==> config.mk <==
export PLATFORM = sky130hd
export DESIGN_NAME = dot_product_engine_flat
export DESIGN_NICKNAME = d
export VERILOG_FILES = /design/src/rtl/dot_product_engine_if.sv /design/src/rtl/dot_product_engine.sv /design/src/flat_wrapper.sv
export SDC_FILE = /design/constraint.sdc
export NUM_CORES = 1
export LEC_CHECK = 0
export CORE_UTILIZATION = 57
export CTS_CLUSTER_DIAMETER = 100
export DETAILED_ROUTE_END_ITERATION = 7
export GPL_ROUTABILITY_DRIVEN = 0
export PLACE_DENSITY = 0.87
export SLEW_MARGIN = 20
export SYNTH_ARGS = -nofsm -noshare
export SYNTH_HDL_FRONTEND = slang
export SYNTH_SLANG_ARGS = --single-unit
export TNS_END_PERCENT = 100
==> constraint.sdc <==
create_clock -name clk -period 4.15 [get_ports clk]
set_input_delay 0.415 -clock clk [delete_from_list [all_inputs] [get_ports clk]]
set_output_delay 0.415 -clock clk [all_outputs]
set_load 0.05 [all_outputs]
==> src/rtl/dot_product_engine_if.sv <==
// Handshake and memory-read bundle between the controller and the dot-product engine.
//   mode_compute     : controller grants the operand memory read port to the engine
//   comp_start       : one-cycle start pulse from the controller
//   comp_done        : one-cycle completion pulse from the engine
//   comp_result      : dot-product result, held between completions
//   comp_busy        : engine is running an operation
//   comp_mem_addr    : engine's memory read address
//   comp_mem_rd_data : memory read data, valid one cycle after the address
// Modports: master = controller/memory side, slave = engine side.
interface dot_product_engine_if #(
  parameter int unsigned DATA_W = 8,
  parameter int unsigned ADDR_W = 4
) ();
  logic              mode_compute;
  logic              comp_start;
  logic              comp_done;
  logic [DATA_W-1:0] comp_result;
  logic              comp_busy;
  logic [ADDR_W-1:0] comp_mem_addr;
  logic [DATA_W-1:0] comp_mem_rd_data;

  modport master (
    output mode_compute,
    output comp_start,
    output comp_mem_rd_data,
    input  comp_done,
    input  comp_result,
    input  comp_busy,
    input  comp_mem_addr
  );

  modport slave (
    input  mode_compute,
    input  comp_start,
    input  comp_mem_rd_data,
    output comp_done,
    output comp_result,
    output comp_busy,
    output comp_mem_addr
  );
endinterface

==> src/rtl/dot_product_engine.sv <==
// Dot-product engine: on a start pulse reads vector A (addresses 0..N_ELEM-1) and vector B
// (addresses B_BASE..B_BASE+N_ELEM-1) from the shared operand memory, accumulates the
// element-wise products and returns a DATA_W-bit result with a one-cycle done pulse.
// Three cycles per element (address A/B, capture A, multiply-accumulate).
// Ports:
//   clk : system clock, rising edge
//   rst : synchronous, active-high reset
//   bus : dot_product_engine_if.slave (start/done handshake, result, busy, memory read port)
// Build option: define DOT_PRODUCT_SATURATE_EN to clamp the result to all-ones when the
// sum does not fit in DATA_W bits; otherwise the result is the truncated low DATA_W bits.
module dot_product_engine #(
  parameter int unsigned N_ELEM = 8,
  parameter int unsigned DATA_W = 8,
  parameter int unsigned ADDR_W = 4,
  parameter int unsigned B_BASE = 8,
  parameter int unsigned ACC_W  = 2 * DATA_W + $clog2(N_ELEM)
) (
  input logic                 clk,
  input logic                 rst,
  dot_product_engine_if.slave bus
);

  localparam int unsigned IDX_W = (N_ELEM > 1) ? $clog2(N_ELEM) : 1;
  localparam logic [IDX_W-1:0]  LAST_IDX = IDX_W'(N_ELEM - 1);
  localparam logic [IDX_W-1:0]  IDX_ONE  = IDX_W'(1);
  localparam logic [ADDR_W-1:0] ADDR_ONE = ADDR_W'(1);
  localparam logic [ADDR_W-1:0] B_ADDR   = ADDR_W'(B_BASE);

  typedef enum logic [1:0] {StIdle, StAddrA, StAddrB, StMac} state_e;

  state_e              state;
  logic [IDX_W-1:0]    idx;
  logic [ACC_W-1:0]    acc;
  logic [DATA_W-1:0]   a_reg;
  logic                done_q;
  logic                busy_q;
  logic [DATA_W-1:0]   result_q;
  logic [ADDR_W-1:0]   addr_q;

  logic [2*DATA_W-1:0] prod;
  logic [ACC_W-1:0]    acc_next;
  logic [DATA_W-1:0]   result_next;

  // In StMac the read data is B[idx]; a_reg holds A[idx].
  always_comb begin
    prod     = a_reg * bus.comp_mem_rd_data;
    acc_next = acc + ACC_W'(prod);
`ifdef DOT_PRODUCT_SATURATE_EN
    if (|acc_next[ACC_W-1:DATA_W]) begin
      result_next = '1;
    end else begin
      result_next = acc_next[DATA_W-1:0];
    end
`else
    result_next = acc_next[DATA_W-1:0];
`endif
  end

  always_ff @(posedge clk) begin
    if (rst) begin
      state    <= StIdle;
      idx      <= '0;
      acc      <= '0;
      a_reg    <= '0;
      done_q   <= 1'b0;
      busy_q   <= 1'b0;
      result_q <= '0;
      addr_q   <= '0;
    end else begin
      done_q <= 1'b0;
      if (state != StIdle && !bus.mode_compute) begin
        // Read port taken away mid-operation: abandon without a result.
        state  <= StIdle;
        busy_q <= 1'b0;
        acc    <= '0;
      end else begin
        unique case (state)
          StIdle: begin
            if (bus.comp_start && bus.mode_compute) begin
              acc    <= '0;
              idx    <= '0;
              addr_q <= '0;
              busy_q <= 1'b1;
              state  <= StAddrA;
            end
          end
          StAddrA: begin
            addr_q <= B_ADDR + ADDR_W'(idx);
            state  <= StAddrB;
          end
          StAddrB: begin
            a_reg <= bus.comp_mem_rd_data;
            state <= StMac;
          end
          StMac: begin
            if (idx == LAST_IDX) begin
              result_q <= result_next;
              done_q   <= 1'b1;
              busy_q   <= 1'b0;
              state    <= StIdle;
            end else begin
              acc    <= acc_next;
              idx    <= idx + IDX_ONE;
              addr_q <= ADDR_W'(idx) + ADDR_ONE;
              state  <= StAddrA;
            end
          end
          default: state <= StIdle;
        endcase
      end
    end
  end

  assign bus.comp_done     = done_q;
  assign bus.comp_busy     = busy_q;
  assign bus.comp_result   = result_q;
  assign bus.comp_mem_addr = addr_q;

endmodule

==> src/flat_wrapper.sv <==
// flat-port wrapper written by rule: the top's interface ports become plain ports
module dot_product_engine_flat 
#(
  parameter int unsigned N_ELEM = 8,
  parameter int unsigned DATA_W = 8,
  parameter int unsigned ADDR_W = 4,
  parameter int unsigned B_BASE = 8,
  parameter int unsigned ACC_W  = 2 * DATA_W + $clog2(N_ELEM)
)
  (clk, rst, bus_mode_compute, bus_comp_start, bus_comp_mem_rd_data, bus_comp_done, bus_comp_result, bus_comp_busy, bus_comp_mem_addr);
  dot_product_engine_if #(.DATA_W(DATA_W), .ADDR_W(ADDR_W)) bus_i ();
  input logic clk;
  input logic rst;
  input wire logic [$bits(bus_i.mode_compute)-1:0] bus_mode_compute;
  input wire logic [$bits(bus_i.comp_start)-1:0] bus_comp_start;
  input wire logic [$bits(bus_i.comp_mem_rd_data)-1:0] bus_comp_mem_rd_data;
  output wire logic [$bits(bus_i.comp_done)-1:0] bus_comp_done;
  output wire logic [$bits(bus_i.comp_result)-1:0] bus_comp_result;
  output wire logic [$bits(bus_i.comp_busy)-1:0] bus_comp_busy;
  output wire logic [$bits(bus_i.comp_mem_addr)-1:0] bus_comp_mem_addr;
  assign bus_i.mode_compute = bus_mode_compute;
  assign bus_i.comp_start = bus_comp_start;
  assign bus_i.comp_mem_rd_data = bus_comp_mem_rd_data;
  assign bus_comp_done = bus_i.comp_done;
  assign bus_comp_result = bus_i.comp_result;
  assign bus_comp_busy = bus_i.comp_busy;
  assign bus_comp_mem_addr = bus_i.comp_mem_addr;
  dot_product_engine #(.N_ELEM(N_ELEM), .DATA_W(DATA_W), .ADDR_W(ADDR_W), .B_BASE(B_BASE), .ACC_W(ACC_W)) u_core (.clk(clk), .rst(rst), .bus(bus_i));
endmodule
==> results of run 1 <==
## worst max-delay path, cell delays in order (launching register included)
cell	delay, ns
dfxtp_1	0.41
nand2_1	0.10
fa_1	0.50
inv_1	0.05
fa_1	0.46
ha_1	0.30
inv_1	0.06
fa_1	0.53
inv_1	0.04
ha_1	0.31
nor2b_1	0.15
o21ai_0	0.17
nand2b_1	0.20
xnor2_2	0.25
nor3_1	0.08
nor4_1	0.29
## kinds of logic (layout without fill, tap and decap cells)
kind of cell	Yosys count	in the layout	share of synthesized area (%)
flip-flops	35	35	28.1
AO/OA/AOI/OAI	36	36	9.33
multiplexers	8	8	3.21
adder cells (fa/ha/maj)	41	41	26.0
AND/OR/NAND/NOR	106	106	18.7
buffers and inverters	52	89	8.03
XOR/XNOR	19	19	6.67
## worst paths after layout
kind                                                 from                   endpoint  slack (ns)  depth (start not counted)
worst min register to register  u_core.bus.comp_result[2]  u_core.bus.comp_result[2]        0.46                          2
worst min-delay path            u_core.bus.comp_result[2]  u_core.bus.comp_result[2]        0.46                          2
worst max-delay path                      u_core.a_reg[4]  u_core.bus.comp_result[7]        0.15                         15
worst max register to register            u_core.a_reg[4]  u_core.bus.comp_result[7]        0.15                         15
## metrics by stage
stage | hold slack, ns | setup slack [ns] | util (%)
floorplan | 0.436 | 0.389 | -
global placement | 0.443 | -0.133 | 70.2
detailed placement | 0.449 | -0.329 | 70.2
CTS | 0.459 | 0.0101 | 72.9
global route | 0.479 | -0.0249 | 73.6
finish | 0.461 | 0.153 | 73.6
## routing by layer
layer | vias to the layer above | share of wire [%] | global-route usage (%)
met2 | 67 | 50 | 42.4
met5 | - | 0 | 0
met1 | 949 | 43 | 32.6
met4 | 0 | 2.0 | 7.55
met3 | 14 | 5.1 | 5.00
li1 | 1020 | - | -
## power by group
part | switching, mW | internal, mW
Clock | 0.127 | 0.179
Combinational | 0.289 | 0.175
Sequential | 0.0300 | 0.370
Total | 0.446 | 0.724
## cells in the final DEF, fill, tap and decap left out, types with 3 or more instances in the layout
| cell | synthesis | final |
|---|---|---|
| xor2_1 | 4 | 3 |
| ha_1 | 23 | 23 |
| nor2_1 | 28 | 28 |
| inv_1 | 42 | 42 |
| clkdlybuf4s50_1 | 0 | 20 |
| mux2i_1 | 8 | 8 |
| nor2b_1 | 6 | 6 |
| nand2_1 | 46 | 46 |
| and2_1 | 8 | 8 |
| fa_1 | 18 | 18 |
| nor3_1 | 6 | 5 |
| dfxtp_1 | 35 | 33 |
| nand2b_1 | 3 | 3 |
| dlymetal6s2s_1 | 0 | 4 |
| a22oi_1 | 6 | 6 |
| buf_4 | 0 | 14 |
| xnor2_1 | 15 | 14 |
| a21oi_1 | 14 | 14 |
| clkbuf_8 | 0 | 5 |
| nand3_1 | 4 | 4 |
| o21ai_0 | 5 | 5 |
## area by class of cell
type / count / area (sq um) / share of cell area [%]
multi-input cells: 210 / 1610 / 53.6
flip-flops and latches: 35 / 703 / 23.4
repair buffers: 39 / 360 / 12.0
inverters: 42 / 158 / 5.24
clock buffers: 5 / 68.8 / 2.29
well taps: 50 / 62.6 / 2.08
clock inverters: 3 / 43.8 / 1.46
## repair_timing
action / 4_1_cts / 5_1_grt
setup endpoints to repair: 1 / 3
endpoints found under the hold margin: 0 / 0
pin swaps: 0 / 2
gates resized for setup: 1 / 11
==> out/qor.txt, run 1 <==
drt total wl: 5.33 mm
most area-hungry cell type in the Yosys netlist: dfxtp_1
skew final: 0.00831 ns
Seq/Total Area, Yosys: 28.1%
Mean Syn Cell Area: 8.40 sq um
Max VDD drop: 0.324 mV
MaxCap Viol Count: 0
commonest cells in the netlist: nand2_1 (46), inv_1 (42), dfxtp_1 (35), nor2_1 (28), ha_1 (23)
first-pass GRT wire length: 8.67 mm
Post-Place Cell Area: 2870 sq um
design area: 3010 sq um
Final ANT Viol Nets: 0
die width: 68.1 um
vias after detailed routing: 2,050
EDFF count, synth: 0
Final nets: 386
Critical Path AT: 4.17 ns
CTS tree: yes
placed insts: 376
Setup Viol. Count Final: 0
Ports: 26
pwr dens: 389 nW/um^2
Synth Flop Type: dfxtp_1
TNS Setup: 0 ns
final hold vios: 0
CTS buffer count: 5
initial core utilization: 61.0%
wire per inst: 13.9 um
final max-slew violation count: 0
Layout fillers: 284
Syn Inst Count: 297
asr flop ratio synth: 0%
aggregate global routing overflow: 0
Post-CTS Setup Inserts: 0
Static Leakage: 1.39 nW
initial drt markers: 81
Critical Path End Type: register
CP required: 4.33 ns
via/cell ratio: 5.34
max_slew headroom: 34.6%
critical path class: reg -> reg
htree depth: 2
root buf cell: clkbuf_8
Area growth syn-to-layout: 20.7%
largest net degree at the start of global routing: 28
clock buffer depth: 2
layout cells sized above 1: 9.28%
Diodes inserted: 0
total power: 1.17 mW
status: finished, final reports clean
Yosys top cell area share: 28.1%
Slew @ Worst Pin: 0.977 ns
CP startpoint kind: register
Sink Count: 35
number of detailed-route iterations in the first pass: 6
antenna violations before repair: 0
Final Non-Filler Cells: 384
cells taking the most area after synthesis: dfxtp_1 (28%), fa_1 (14%), ha_1 (12%)
Post-Syn Area: 2490 sq um
Hold WC Path Type: reg -> reg
worst skew pair latency: 0.28 ns
drt drc: 0
Seq cells post-synth: 35
Fmax achieved: 250 MHz
total core area: 4090 sq um
number of global-route vias before repair: 1,979
final worst-path cycle share: 96.3%
die area: 4640 sq um
Distinct cells, synth: 31
post-DP HPWL: 3.97 mm
clk slew on worst S/H paths: 0.08 ns
critical path peak fanout: 5
Yosys warnings: 0
all-layer global routing usage: 25.3%
IO buf count: 25
hold_buf cts: 0
Period minus WS final: 4.00 ns
die span in y: 68.1 um
Rows: 23
syn_nets: 350
most common cell in the netlist: nand2_1
(Power assumes the default switching activity.)
==> run 2, diff against run 1 <==
--- a/config.mk
+++ b/config.mk
@@ -5,11 +5,12 @@
 export SDC_FILE = /design/constraint.sdc
 export NUM_CORES = 1
 export LEC_CHECK = 0
-export CORE_UTILIZATION = 57
+export ABC_AREA = 1
+export CORE_UTILIZATION = 58
 export CTS_CLUSTER_DIAMETER = 100
 export DETAILED_ROUTE_END_ITERATION = 7
 export GPL_ROUTABILITY_DRIVEN = 0
-export PLACE_DENSITY = 0.87
+export PLACE_DENSITY = 0.88
 export SLEW_MARGIN = 20
 export SYNTH_ARGS = -nofsm -noshare
 export SYNTH_HDL_FRONTEND = slang
==> run 2 against run 1 <==
- area after synthesis is 9.1% higher
- critical endpoint unchanged
- highest routed layer unchanged
- non-clock buffer count unchanged
- final cell count increased by 22%
- register-to-register slack improved by 0.11 ns
- combinational power increased by 120%
- synthesized cell count rose by 28%
- first-iteration DRC count grew 60%
==> out/qor.txt, run 2 <==
syn_nets: 433 (+24%)
Critical Path End Type: register
status: finished, final reports clean
final max-slew violation count: 0 (unchanged)
most common cell in the netlist: nand2_1
clock buffer depth: 2 (unchanged)
Final ANT Viol Nets: 0 (unchanged)
Fmax achieved: 256 MHz (+2.2%)
htree depth: 2 (unchanged)
pwr dens: 550 nW/um^2 (+41%)
CP required: 4.34 ns (about the same)
Slowest-stage cell, CP: fa_1
EDFF count, synth: 0 (unchanged)
final worst-path cycle share: 94.3% (-2.0 points)
worst skew pair latency: 0.29 ns (about the same)
asr flop ratio synth: 0% (unchanged)
Synth Flop Type: dfxtp_1
initial drt markers: 130 (+60%)
total power: 1.75 mW (+50%)
post-DP HPWL: 4.78 mm (+21%)
Period minus WS final: 3.91 ns (-0.0848 ns)
most area-hungry cell type in the Yosys netlist: dfxtp_1
commonest cells after routing, fill and taps aside: nand2_1 (85), inv_1 (73), nor2_1 (42)
largest net degree at the start of global routing: 23 (-18%)
Final Non-Filler Cells: 469 (+22%)
aggregate global routing overflow: 0 (unchanged)
hold_buf cts: 0 (unchanged)
via/cell ratio: 5.20 (-2.5%)
Hold WC Path Type: in -> reg
Yosys warnings: 0 (unchanged)
antenna violations before repair: 0 (unchanged)
wire per inst: 12.9 um (-7.2%)
Area growth syn-to-layout: 17.2%
Max VDD drop: 0.436 mV (+35%)
Setup Viol. Count Final: 0 (unchanged)
commonest non-fill, non-tap cell in the layout: nand2_1
all-layer global routing usage: 26.4% (+1.1 points)
commonest cells in the netlist: nand2_1 (87), inv_1 (73), nor2_1 (44), dfxtp_1 (35), ha_1 (23)
IO buf count: 25 (unchanged)
Seq cells post-synth: 35 (unchanged)
die span in y: 70.5 um (+3.5%)
Yosys top cell area share: 25.7% (-2.4 points)
Sink Count: 35 (unchanged)
CP startpoint kind: primary input
die width: 70.5 um (+3.5%)
first-pass GRT wire length: 10.3 mm (+19%)
number of global-route vias before repair: 2,427 (+23%)
cells taking the most area after synthesis: dfxtp_1 (26%), fa_1 (13%), nand2_1 (12%)
initial core utilization: 61.2% (+0.21 points)
Syn Inst Count: 380 (+28%)
die area: 4970 sq um (+7.0%)
drt total wl: 6.04 mm (+13%)
MaxCap Viol Count: 0 (unchanged)
setup repair after global routing missed its margin: no
number of detailed-route iterations in the first pass: 5 (-1)
Diodes inserted: 0 (unchanged)
critical path peak fanout: 4 (-1)
Static Leakage: 1.62 nW (+16%)
root buf cell: clkbuf_8
skew final: 0.00410 ns (-0.00421 ns)
drt drc: 0 (unchanged)
Util after Layout: 71.8% (-1.9 points)
clk slew on worst S/H paths: 0.07 ns (about the same)
critical path class: in -> reg
Critical Path AT: 4.11 ns (-0.06 ns)
Ports: 26 (unchanged)
CTS buffer count: 5 (unchanged)
Seq/Total Area, Yosys: 25.7% (-2.4 points)
Distinct cells, synth: 30 (-3.2%)
Mean Syn Cell Area: 7.16 sq um (-15%)
placed insts: 461 (+23%)
Final nets: 469 (+22%)
Most common cell on crit path: nand2_1
Rows: 24 (+4.3%)
total core area: 4440 sq um (+8.8%)
final hold vios: 0 (unchanged)
Post-Syn Area: 2720 sq um (+9.1%)
max_slew headroom: 56.8% (+22 points)
Layout fillers: 345 (+21%)
CTS tree: yes
Max stage delay on crit path: 0.53 ns (about the same)
Slew @ Worst Pin: 0.645 ns (-0.332 ns)
layout cells sized above 1: 14.9% (+5.6 points)
crit-path cells: clkdlybuf4s15_1 -> buf_4 -> nand2_1 -> fa_1 -> inv_1 -> fa_1 -> ha_1 -> inv_1 -> fa_1 -> fa_2 -> nand3b_1 -> nand2_1 -> nand2_2 -> nand3_2 -> nand2_2 -> inv_1 -> nand3_1 -> nand2_1 -> nand2_1 -> nand2_1 -> inv_1
vias after detailed routing: 2,441 (+19%)
-- run 2: per-stage QoR --
step | TNS, ns | setup slack [ns] | instance area (sq um) | hold WS (ns)
floorplan | 0 | 0.220 | 2720 | 0.441
global placement | -0.666 | -0.319 | 3070 | 0.451
detailed placement | -1.04 | -0.445 | 3070 | 0.460
CTS | 0 | 0.0407 | 3160 | 0.468
global route | 0 | 0.000521 | 3190 | 0.474
finish | 0 | 0.238 | 3190 | 0.443
-- run 2: worst max-delay path, delay by kind of cell --
family | cells | cell delay [ns]
buffers and inverters | 6 | 0.56
adder cells (fa/ha/maj) | 5 | 2.24
AND/OR/NAND/NOR | 10 | 0.89
-- run 2: cells by family after synthesis --
kind of cell,after synthesis,synth area share [%]
XOR/XNOR,4,1.29
buffers and inverters,87,13.2
AO/OA/AOI/OAI,41,8.14
AND/OR/NAND/NOR,172,27.8
flip-flops,35,25.7
adder cells (fa/ha/maj),41,23.8
-- run 2: per-layer routing --
metal	vias up	track usage (%)	wire [um]
met4	0	10.2	97
met1	1149	30.6	2450
li1	1220	-	-
met5	-	0	0
met2	56	47.6	3220
met3	16	5.34	274
-- run 2: power by group --
| group | leakage (nW) | total (mW) | switching, mW | internal, mW |
|---|---|---|---|---|
| registers | 0.287 | 0.491 | 0.0778 | 0.414 |
| clock network | 0.0412 | 0.244 | 0.127 | 0.117 |
| logic | 1.29 | 1.02 | 0.644 | 0.374 |
| total | 1.62 | 1.75 | 0.849 | 0.905 |
-- run 2: area by class of cell --
class / instances / area, sq um / area share [%]
repair buffers: 39 / 350 / 11.0
well taps: 52 / 65.1 / 2.04
clock inverters: 2 / 12.5 / 0.392
inverters: 77 / 289 / 9.06
multi-input cells: 258 / 1690 / 53.1
clock buffers: 6 / 72.6 / 2.28
flip-flops and latches: 35 / 707 / 22.2
-- run 2: repair_timing --
item	CTS	global route
endpoints found under the setup margin	2	3
resized for setup	6	15
setup buffers	0	0
pin swaps	1	0
-- run 2: path summary, 6_finish.rpt --
check                          start                         to  slack [ns]  depth (start not counted)
max          bus_comp_mem_rd_data[1]  u_core.bus.comp_result[7]        0.24                         21
min reg2reg            u_core.acc[4]              u_core.acc[4]        0.47                          2
min          bus_comp_mem_rd_data[0]            u_core.a_reg[0]        0.44                          3
max reg2reg          u_core.a_reg[2]  u_core.bus.comp_result[7]        0.26                         23
